### config.mk
export PLATFORM = sky130hd
export DESIGN_NAME = mem_port_arbiter
export DESIGN_NICKNAME = d
export VERILOG_FILES = /design/src/rtl/mem_port_arbiter.sv
export SDC_FILE = /design/constraint.sdc
export NUM_CORES = 1
export LEC_CHECK = 0
export CAP_MARGIN = 20
export CORE_AREA = 2 2 121 123
export CTS_CLUSTER_SIZE = 20
export DETAILED_ROUTE_END_ITERATION = 8
export DIE_AREA = 0 0 123 125
export PLACE_DENSITY = 0.91
export SYNTH_ARGS = -nofsm -noshare
export SYNTH_HDL_FRONTEND = slang
export SYNTH_SLANG_ARGS = --single-unit
### constraint.sdc
create_clock -name clock -period 2.5 [get_ports clock]
set_clock_uncertainty 0.15 [all_clocks]
set_input_delay 0.625 -clock clock [delete_from_list [all_inputs] [get_ports clock]]
set_output_delay 0.625 -clock clock [all_outputs]
set_load 0.03 [all_outputs]
### src/rtl/mem_port_arbiter.sv
// Arbiter for the single-ported unified memory shared by instruction fetch
// and data access. Each pending access runs as one valid/ready bus
// transaction; data goes first, then fetch. The pipeline is stalled until
// every access needed by the current instruction has completed. A wait
// counter forces completion (read data 0, sticky bus_err) on a hung bus.
module mem_port_arbiter #(
  parameter int TIMEOUT = 16
) (
  input  logic        clock,
  input  logic        reset,
  input  logic        mem_read,
  input  logic        mem_write,
  input  logic [31:0] mem_addr,
  input  logic [31:0] mem_wdata,
  input  logic        if_req,
  input  logic [31:0] if_addr,
  output logic        stall,
  output logic [31:0] mem_rdata,
  output logic [31:0] if_rdata,
  output logic        bus_req,
  output logic        bus_we,
  output logic [31:0] bus_addr,
  output logic [31:0] bus_wdata,
  input  logic        bus_ready,
  input  logic [31:0] bus_rdata,
  output logic        bus_err
);

  localparam int CW = $clog2(TIMEOUT + 1);
  localparam logic [CW-1:0] CNT_LAST = CW'(TIMEOUT - 1);

  typedef enum logic [1:0] {
    IDLE  = 2'd0,
    DATA  = 2'd1,
    FETCH = 2'd2
  } state_t;

  state_t        state_q, state_d;
  logic          data_ok_q, data_ok_d;
  logic          fetch_ok_q, fetch_ok_d;
  logic [CW-1:0] cnt_q, cnt_d;
  logic          bus_we_q, bus_we_d;
  logic [31:0]   bus_addr_q, bus_addr_d;
  logic [31:0]   bus_wdata_q, bus_wdata_d;
  logic [31:0]   mem_rdata_q, mem_rdata_d;
  logic [31:0]   if_rdata_q, if_rdata_d;
  logic          bus_err_q, bus_err_d;

  logic data_need;
  logic fetch_need;
  logic data_pend;
  logic fetch_pend;
  logic bus_done;
  logic timeout_hit;

  // Next-state, bus setup, result capture and stall generation.
  always_comb begin
    state_d     = state_q;
    data_ok_d   = data_ok_q;
    fetch_ok_d  = fetch_ok_q;
    cnt_d       = cnt_q;
    bus_we_d    = bus_we_q;
    bus_addr_d  = bus_addr_q;
    bus_wdata_d = bus_wdata_q;
    mem_rdata_d = mem_rdata_q;
    if_rdata_d  = if_rdata_q;
    bus_err_d   = bus_err_q;

    data_need  = mem_read | mem_write;
    fetch_need = if_req;
    data_pend  = data_need & ~data_ok_q;
    fetch_pend = fetch_need & ~fetch_ok_q;

    // The pipeline may advance only once every needed access is done.
    stall = reset & ~((~data_need | data_ok_q) & (~fetch_need | fetch_ok_q));

    // Last allowed wait cycle: completion is forced if the bus is still busy.
    timeout_hit = ~bus_ready & (cnt_q == CNT_LAST);
    bus_done    = bus_ready | (cnt_q == CNT_LAST);

    case (state_q)
      IDLE: begin
        if (data_pend) begin
          state_d     = DATA;
          bus_addr_d  = mem_addr;
          bus_we_d    = mem_write;
          bus_wdata_d = mem_wdata;
          cnt_d       = '0;
        end else if (fetch_pend) begin
          state_d    = FETCH;
          bus_addr_d = if_addr;
          bus_we_d   = 1'b0;
          cnt_d      = '0;
        end
      end

      DATA: begin
        if (bus_done) begin
          if (!bus_we_q) begin
            mem_rdata_d = timeout_hit ? 32'h0 : bus_rdata;
          end
          data_ok_d = 1'b1;
          bus_err_d = bus_err_q | timeout_hit;
          // Chain straight into the fetch so no idle cycle is wasted.
          if (fetch_pend) begin
            state_d    = FETCH;
            bus_addr_d = if_addr;
            bus_we_d   = 1'b0;
            cnt_d      = '0;
          end else begin
            state_d = IDLE;
          end
        end else begin
          cnt_d = cnt_q + 1'b1;
        end
      end

      FETCH: begin
        if (bus_done) begin
          if_rdata_d = timeout_hit ? 32'h0 : bus_rdata;
          fetch_ok_d = 1'b1;
          bus_err_d  = bus_err_q | timeout_hit;
          state_d    = IDLE;
        end else begin
          cnt_d = cnt_q + 1'b1;
        end
      end

      default: state_d = IDLE;
    endcase

    // The pipeline advances at this edge, so the next instruction starts fresh.
    if (!stall) begin
      data_ok_d  = 1'b0;
      fetch_ok_d = 1'b0;
    end
  end

  // State and datapath registers, cleared asynchronously while reset is low.
  always_ff @(posedge clock or negedge reset) begin
    if (!reset) begin
      state_q     <= IDLE;
      data_ok_q   <= 1'b0;
      fetch_ok_q  <= 1'b0;
      cnt_q       <= '0;
      bus_we_q    <= 1'b0;
      bus_addr_q  <= 32'h0;
      bus_wdata_q <= 32'h0;
      mem_rdata_q <= 32'h0;
      if_rdata_q  <= 32'h0;
      bus_err_q   <= 1'b0;
    end else begin
      state_q     <= state_d;
      data_ok_q   <= data_ok_d;
      fetch_ok_q  <= fetch_ok_d;
      cnt_q       <= cnt_d;
      bus_we_q    <= bus_we_d;
      bus_addr_q  <= bus_addr_d;
      bus_wdata_q <= bus_wdata_d;
      mem_rdata_q <= mem_rdata_d;
      if_rdata_q  <= if_rdata_d;
      bus_err_q   <= bus_err_d;
    end
  end

  assign bus_req   = (state_q == DATA) | (state_q == FETCH);
  assign bus_we    = bus_we_q;
  assign bus_addr  = bus_addr_q;
  assign bus_wdata = bus_wdata_q;
  assign mem_rdata = mem_rdata_q;
  assign if_rdata  = if_rdata_q;
  assign bus_err   = bus_err_q;

endmodule

Yosys cells after proc, flatten, opt, wreduce, memory -nomap -nowiden:

Index checks and enable logic that the tools add are counted.

* output and inout port bits: 132
* register bits after elaboration: 139
* logic and storage cells: 77

* reductions and logical operators: 13
* bitwise gates (word level): 18
* muxes and demuxes: 25
* add/sub/neg operators: 1
* equality and inequality tests: 10

Operator list (number)
* $mux W32: 4
* $pmux W32 S2: 1
* $mux W5: 4
* $pmux W5 S3: 1
* $reduce_and A2 Y1: 7
* $mux W2: 5
* $mux W1: 8
* $not A1 Y1: 7
* $ne A2 B1 Y1 const B: 3
* $ne A2 B2 Y1 const B: 3
* $or A1 B1 Y1: 6
* $pmux W2 S3: 1
* $reduce_and A3 Y1: 2
* $add A5 B1 Y5 const B: 1
* $and A1 B1 Y1: 5
* $eq A5 B4 Y1 const B: 1
* $ne A3 B3 Y1 const B: 1
* $reduce_bool A3 Y1: 1
* $eq A2 B1 Y1 const B: 1
* $eq A2 B2 Y1 const B: 1
* $logic_not A2 Y1: 1
* $pmux W1 S2: 1
* $reduce_bool A2 Y1: 1
* $reduce_or A2 Y1: 1

Longest topological paths before layout:

Gate-level depths: netlist (run 1).

* depth after elaboration: 8
* depth in mapped cells: 9
* gate-level depth less buffers: 7

Least setup slack after synthesis (run 1):

No wires, ideal clock.

* kind: reg2reg
* start: register cnt_q[0]
* end: register bus_addr_q[10] (netlist: bus_addr[10])
* cell stages (with the launch flop): 10
* setup time: 0.125 ns
* setup slack: 0.225 ns
* clock period less this slack: 2.275 ns
* buffers on the path: 2
* data arrival time: 2.000 ns
* path through: dfrtp_1 -> ha_1 -> and3_1 -> ha_1 -> nor3b_2 -> nor2_1 -> o21a_1 -> buf_4 -> buf_8 -> mux2_4

* word-level cells in the longest chain between the ends: 4

RTL lines
* start: declaration: RTL line 41 `logic [CW-1:0] cnt_q, cnt_d;`
* start signal: assignment: RTL line 156 `cnt_q <= cnt_d;`
* $eq A5 B4 Y1: RTL line 79 `bus_done = bus_ready | (cnt_q == CNT_LAST);`
* $or A1 B1 Y1: RTL line 79
* $ne A2 B2 Y1 (no line)
* $reduce_and A2 Y1 (no line)
* end signal: assignment: RTL line 158 `bus_addr_q <= bus_addr_d;`
* end: declaration: RTL line 43 `logic [31:0] bus_addr_q, bus_addr_d;`

No other way between the ends.
A chain may end at the register's enable or synchronous reset.

Worst setup path after layout (run 1):

* start: register cnt_q[0]
* end: register bus_addr_q[22] (netlist: bus_addr[22])

Same word-level chain as after synthesis.

==> summary.md, run 1 <==
| Metric | Value |
|---|---|
| Final hold violations | `0` |
| R2R Setup Slk | `0.13 ns` |
| Final nets | `908` |
| EDFF count, synth | `0` |
| WL final | `~16 mm` |
| Synthesized net count | `about 630` |
| #FFs+latches synth | `139` |
| Routed WL per cell | `16.8 um` |
| R2r endpoint | `bus_addr[22]` |
| Crit Path Max Fanout | `11` |
| GP Congestion | `0.799` |
| Number of max-cap violations | `0` |
| Post-route ant nets | `0` |
| Via density per instance | `4.98` |
| Met3 routed WL | `about 1.5 mm` |
| Longest Clk Path Bufs | `2` |
| Cts hold-fix bufs | `0` |
| Worst skew pair latency | `about 0.41 ns` |
| Crit path kind | `flip-flop to flip-flop` |
| Data arrival, critical path | `around 2.5 ns` |
| Normalized max-slew margin | `45.7%` |
| Final worst-path cycle share | `94.6%` |
| Ports | `266` |
| Mapped Cells | `493` |
| DRT iter0 DRCs | `254` |
| Largest net degree at the start of global routing | `140` |
| Post-Layout Inst Area | `9470 um2` |
| Unrepaired setup endpoints after global routing | `false` |
| Area share of the largest cell type after synthesis | `between 50% and 60%` |
| First drt pass iteration count | `4` |
| Tmin final | `about 2.4 ns` |
| Die ar. | `15,400 um2` |
| Number of global-route vias before repair | `4,994` |
| Final Max Slew Viols | `0` |
| DRC viols | `0` |
| Initial Util | `slightly above 40%` |
| Post-Place Cell Area | `just under 9000 um2` |
| Area Overhead vs Synth | `62.2%` |
| Worst-Margin Slew | `0.814 ns` |
| VDD IR-drop max | `approximately 850 uV` |
| Post-DP HPWL | `11.7 mm` |
| TritonCTS Sinks | `roughly 140` |
| PortBufs | `between 200 and 300` |
| Leading area contributor after synthesis | `dfrtp_1` |
| Final setup fails | `0` |
| Die W | `~120 um` |
| DR top layer | `met4` |
| Global-route wire length before repair | `between 20 and 30 mm` |
| Leak | `roughly 4.2 nW` |
| Post-synth ARST share | `between 90% and 100%` |
| Synth area leaders | `dfrtp_1 (60%), mux2_2 (11%), nand2_1 (6.2%), o21ai_0 (5.8%), mux2_4 (4.9%)` |
| Status | `finished, final reports clean` |
| CTS tree | `yes` |
| Post-route setup TNS | `0 ns` |
| Post-CTS setup repair buffer count | `0` |
| Fmax achieved | `between 400 and 500 MHz` |
| CTS Buf Count | `17` |
| Rows | `44` |
| CP required | `2.64 ns` |
| Kind of end point of the critical path | `flip-flop` |
| DR vias | `about 4,800` |
| Dominant synthesized flop cell | `dfrtp_1` |
| Clock root buffer master | `clkbuf_16` |
| Mapped Area | `about 5800 um2` |
| Commonest cells after routing, fill and taps aside | `clkdlybuf4s50_1 (260), dfrtp_1 (139), nand2_1 (97), o21ai_0 (66), mux2_2 (58)` |
| Hold WC Path Type | `input port to async pin` |
| WL met2 | `8.20 mm` |
| Commonest non-fill, non-tap cell in the layout | `clkdlybuf4s50_1` |
| Netlist cell types | `36` |
| Fin util | `between 60% and 70%` |
| Reg2Reg Depth | `9` |
| Initial antenna violation count | `0` |
| Ys Warns | `0` |
| Chip height | `~130 um` |
| Htree depth | `4` |
| Remaining Overflow, GRT | `0` |
| Clock-pin slew on the worst setup and hold paths | `0.06 ns` |
| P per Cell Area | `1500 nW/um2` |
| Total track usage | `a little over a fifth` |
| DRT met1 WL | `6.19 mm` |
| Antenna cells | `0` |
| Worst flop-to-flop path startpoint | `cnt_q[0]` |
| Mapped Avg Cell Area | `11.8 um2` |
| CP startpoint kind | `flip-flop` |
| Layout cells sized above 1 | `17.8%` |
| Total core area | `14,200 um2` |
| Post-synthesis sequential area ratio | `59.6%` |
worst max-delay path by stage:
stage              start            to  slack (ns)  cells past startpoint
2_1_floorplan   cnt_q[0]  bus_addr[10]        0.22                      9
3_3_place_gp   mem_write   bus_addr[4]       -0.11                      7
3_5_place_dp   mem_write   bus_addr[6]       -0.19                      7
4_1_cts        mem_write         stall        0.01                      6
5_1_grt         cnt_q[0]  bus_addr[22]        0.01                      9
6_report        cnt_q[0]  bus_addr[22]        0.13                      9
sequential cells by signal, summed over array words and instances, names as in the netlist, 2 cells and up:
name,flops
bus_addr,32
bus_wdata,32
if_rdata,32
mem_rdata,32
cnt_q,5
state_q,2
per-layer routing:
layer	vias to the layer above	track usage [%]
met2	215	36.8
met5	-	0
met1	2317	24.5
met3	15	8.76
li1	2251	-
met4	0	6.68
layout make-up:
| type | instances | area, um2 |
|---|---|---|
| Multi-Input combinational cell | 313 | 2180 |
| Tap cell | 184 | 230 |
| Inverter | 10 | 37.5 |
| Sequential cell | 139 | 3480 |
| Clock buffer | 19 | 433 |
| Timing Repair Buffer | 287 | 2910 |
| Fill cell | 1032 | 4740 |
| Clock inverter | 12 | 198 |
timing repair:
action / 4_1_cts / 5_1_grt
hold endpoints to repair: 0 / 0
setup endpoints to repair: 2 / 5
gates resized for setup: 4 / 3
pin swaps: 1 / 2
kinds of logic (layout without fill, tap and decap cells):
kind of cell | after synthesis | after routing | synth area share [%]
compound gates | 109 | 109 | 11.1
fa+ha+maj | 6 | 6 | 1.29
buf+inv | 41 | 328 | 3.45
flops | 139 | 139 | 59.6
mux | 77 | 77 | 16.1
simple gates | 121 | 121 | 8.47
cell usage after synthesis, types with 3 or more instances:
cell type	count
nand2b_1	4
o21ai_0	68
mux2_2	58
ha_1	6
buf_4	3
clkbuf_1	13
a2bb2oi_1	11
nor2_1	9
o22ai_1	11
mux2_4	19
a22o_1	3
buf_2	11
dfrtp_1	139
nand2_1	97
a21oi_1	4
inv_1	10
power breakdown:
group          leakage [nW]  total, W  switching, W  internal (W)
clock                 0.303   0.00270      0.000936       0.00176
combinational          2.19   0.00758       0.00405       0.00353
sequential             1.69   0.00391      0.000592       0.00332
total                  4.18    0.0142       0.00558       0.00861
worst max-delay path, stage by stage (launching register included):
cell	delay [ns]
dfrtp_1	0.41
ha_1	0.24
and3_1	0.19
ha_1	0.24
nor3b_2	0.26
nor2_1	0.10
o21a_2	0.15
buf_4	0.18
buf_4	0.18
a2bb2oi_1	0.14
metrics by stage:
stage | setup slack, ns | hold WS (ns) | power, W | instances
floorplan | 0.225 | 0.179 | 0.00843 | 493
global placement | -0.107 | 0.309 | 0.0113 | 933
detailed placement | -0.185 | 0.312 | 0.0116 | 933
CTS | 0.0107 | 0.244 | 0.0143 | 964
global route | 0.0119 | 0.250 | 0.0149 | 964
finish | 0.135 | 0.117 | 0.0142 | 964
Note: power is estimated with default switching activity, not from simulation.
==> inputs of run 2 (changes only) <==
Settings changed: GPL_ROUTABILITY_DRIVEN from default to 0.
==> results of run 2 <==
Final layout, timing and power as in run 1 (identical DEF).
==> inputs of run 3 (changes only) <==
Settings changed: HOLD_SLACK_MARGIN from default to 0.05, SETUP_SLACK_MARGIN from default to 0.02.
==> summary.md, run 3 (synthesis gave the netlist of run 1 again) <==
| Metric | Value |
|---|---|
| Status | `finished, final reports clean (unchanged)` |
| Commonest non-fill, non-tap cell in the layout | `clkdlybuf4s50_1 (unchanged)` |
| Total track usage | `21.5% (unchanged)` |
| Total core area | `14,200 um2 (unchanged)` |
| Number of global-route vias before repair | `4,994 (unchanged)` |
| Met1 Usage GRT | `24.5% (unchanged)` |
| Data arrival, critical path | `1.59 ns (was 2.50 ns)` |
| Tmin final | `2.37 ns (about the same)` |
| Min Hold Slack | `0.119 ns (was 0.117 ns)` |
| Initial Util | `41.1% (unchanged)` |
| Htree depth | `4 (unchanged)` |
| Hold WC Path Type | `input port to async pin (unchanged)` |
| Normalized max-slew margin | `45.2% (was 45.7%)` |
| VDD IR-drop max | `855 uV (about the same)` |
| Die W | `123 um (unchanged)` |
| Antenna cells | `0 (unchanged)` |
| PnR Total Power | `0.0142 W (about the same)` |
| Global-route wire length before repair | `25.5 mm (unchanged)` |
| CTS tree | `yes (unchanged)` |
| Post-Place Cell Area | `8830 um2 (unchanged)` |
| Final hold violations | `0 (unchanged)` |
| Rows | `44 (unchanged)` |
| Initial antenna violation count | `0 (unchanged)` |
| Kind of end point of the critical path | `output pin (was flip-flop)` |
| CP startpoint kind | `input port (was flip-flop)` |
| Clock-pin slew on the worst setup and hold paths | `0.05 ns (was 0.06 ns)` |
| Worst skew pair latency | `0.41 ns (about the same)` |
| Post-Layout Inst Area | `9470 um2 (about the same)` |
| DR vias | `4,808 (was 4,798)` |
| Ports | `266 (unchanged)` |
| Post-DP HPWL | `11.7 mm (unchanged)` |
| DRT iter0 DRCs | `255 (was 254)` |
| Worst setup margin | `0.134 ns (was 0.135 ns)` |
| Final nets | `909 (was 908)` |
| Fill count | `1,030 (was 1,032)` |
| GR peak layer | `met2 (unchanged)` |
| Largest net degree at the start of global routing | `140 (unchanged)` |
| Grt met3 use | `8.76% (unchanged)` |
| Post-route setup TNS | `0 ns (unchanged)` |
| WL final | `16.2 mm (about the same)` |
| Final setup fails | `0 (unchanged)` |
| P per Cell Area | `1500 nW/um2 (about the same)` |
| Area Overhead vs Synth | `62.2% (about the same)` |
| TritonCTS Sinks | `139 (unchanged)` |
| CTS Buf Count | `17 (unchanged)` |
| Worst-Margin Slew | `0.822 ns (was 0.814 ns)` |
| DP Worst Slack | `-0.185 ns (unchanged)` |
| Chip height | `125 um (unchanged)` |
| Routed WL per cell | `16.7 um (was 16.8 um)` |
| Clock root buffer master | `clkbuf_16 (unchanged)` |
| PortBufs | `265 (unchanged)` |
| Final Max Slew Viols | `0 (unchanged)` |
| First drt pass iteration count | `5 (was 4)` |
| Unrepaired setup endpoints after global routing | `false (unchanged)` |
| Crit Path Max Fanout | `2 (was 11)` |
| Fmax achieved | `423 MHz (about the same)` |
| Layout cells sized above 1 | `17.9% (was 17.8%)` |
| Crit path kind | `input port to output pin (was flip-flop to flip-flop)` |
| DRC viols | `0 (unchanged)` |
| Remaining Overflow, GRT | `0 (unchanged)` |
| Number of max-cap violations | `0 (unchanged)` |
| Longest Clk Path Bufs | `2 (unchanged)` |
| Final worst-path cycle share | `94.6% (about the same)` |
| Leak | `4.18 nW (about the same)` |
| Post-route ant nets | `0 (unchanged)` |
| Cts hold-fix bufs | `0 (unchanged)` |
| Commonest cells after routing, fill and taps aside | `clkdlybuf4s50_1 (260), dfrtp_1 (139), nand2_1 (97), o21ai_0 (66), mux2_2 (58) (unchanged)` |
| Met2 Track Usage GR | `36.8% (unchanged)` |
| Via density per instance | `4.98 (about the same)` |
| Die ar. | `15,400 um2 (unchanged)` |
| CP required | `1.73 ns (was 2.64 ns)` |
## run 3: worst paths after layout
path,start,to,slack (ns),depth (start not counted)
max,if_req,stall,0.13,5
min,reset,cnt_q[4],0.12,2
max reg2reg,cnt_q[0],bus_addr[22],0.15,9
min reg2reg,bus_err,bus_err,0.32,1
max in group asynchronous,reset,cnt_q[0],1.39,2
min in group clock,bus_err,bus_err,0.32,1
## run 3: what timing repair did
action	in CTS	in global routing
resized for setup	5	2
setup buffers	0	1
setup endpoints to repair	2	12
pin swaps	1	1
## run 3: layout make-up
class	instances	area (um2)	area share, %
Sequential cell	139	3480	36.7
Timing Repair Buffer	288	2920	30.8
Multi-Input combinational cell	313	2180	23.0
Clock buffer	19	433	4.57
Tap cell	184	230	2.43
Clock inverter	12	198	2.09
Inverter	10	37.5	0.396
## run 3: metal layers
layer,share of wire (%),up-vias
met3,9.7,16
met1,38,2326
met5,0,-
met4,1.4,0
li1,-,2257
met2,51,209
## run 3: worst max-delay path: stages
cell	delay (ns)
clkdlybuf4s50_1	0.46
nor2b_1	0.20
o21ai_2	0.08
inv_1	0.09
buf_12	0.13
## run 3: power breakdown
group,leakage [nW],switching [W],internal (W)
logic,2.19,0.00405,0.00354
registers,1.69,0.000591,0.00332
clock network,0.303,0.000929,0.00176
total,4.18,0.00557,0.00862
## run 3: per-stage QoR
stage	std cells	util, %
floorplan	493	-
global placement	933	62.2
detailed placement	933	62.2
CTS	964	66.6
global route	965	66.7
finish	965	66.7
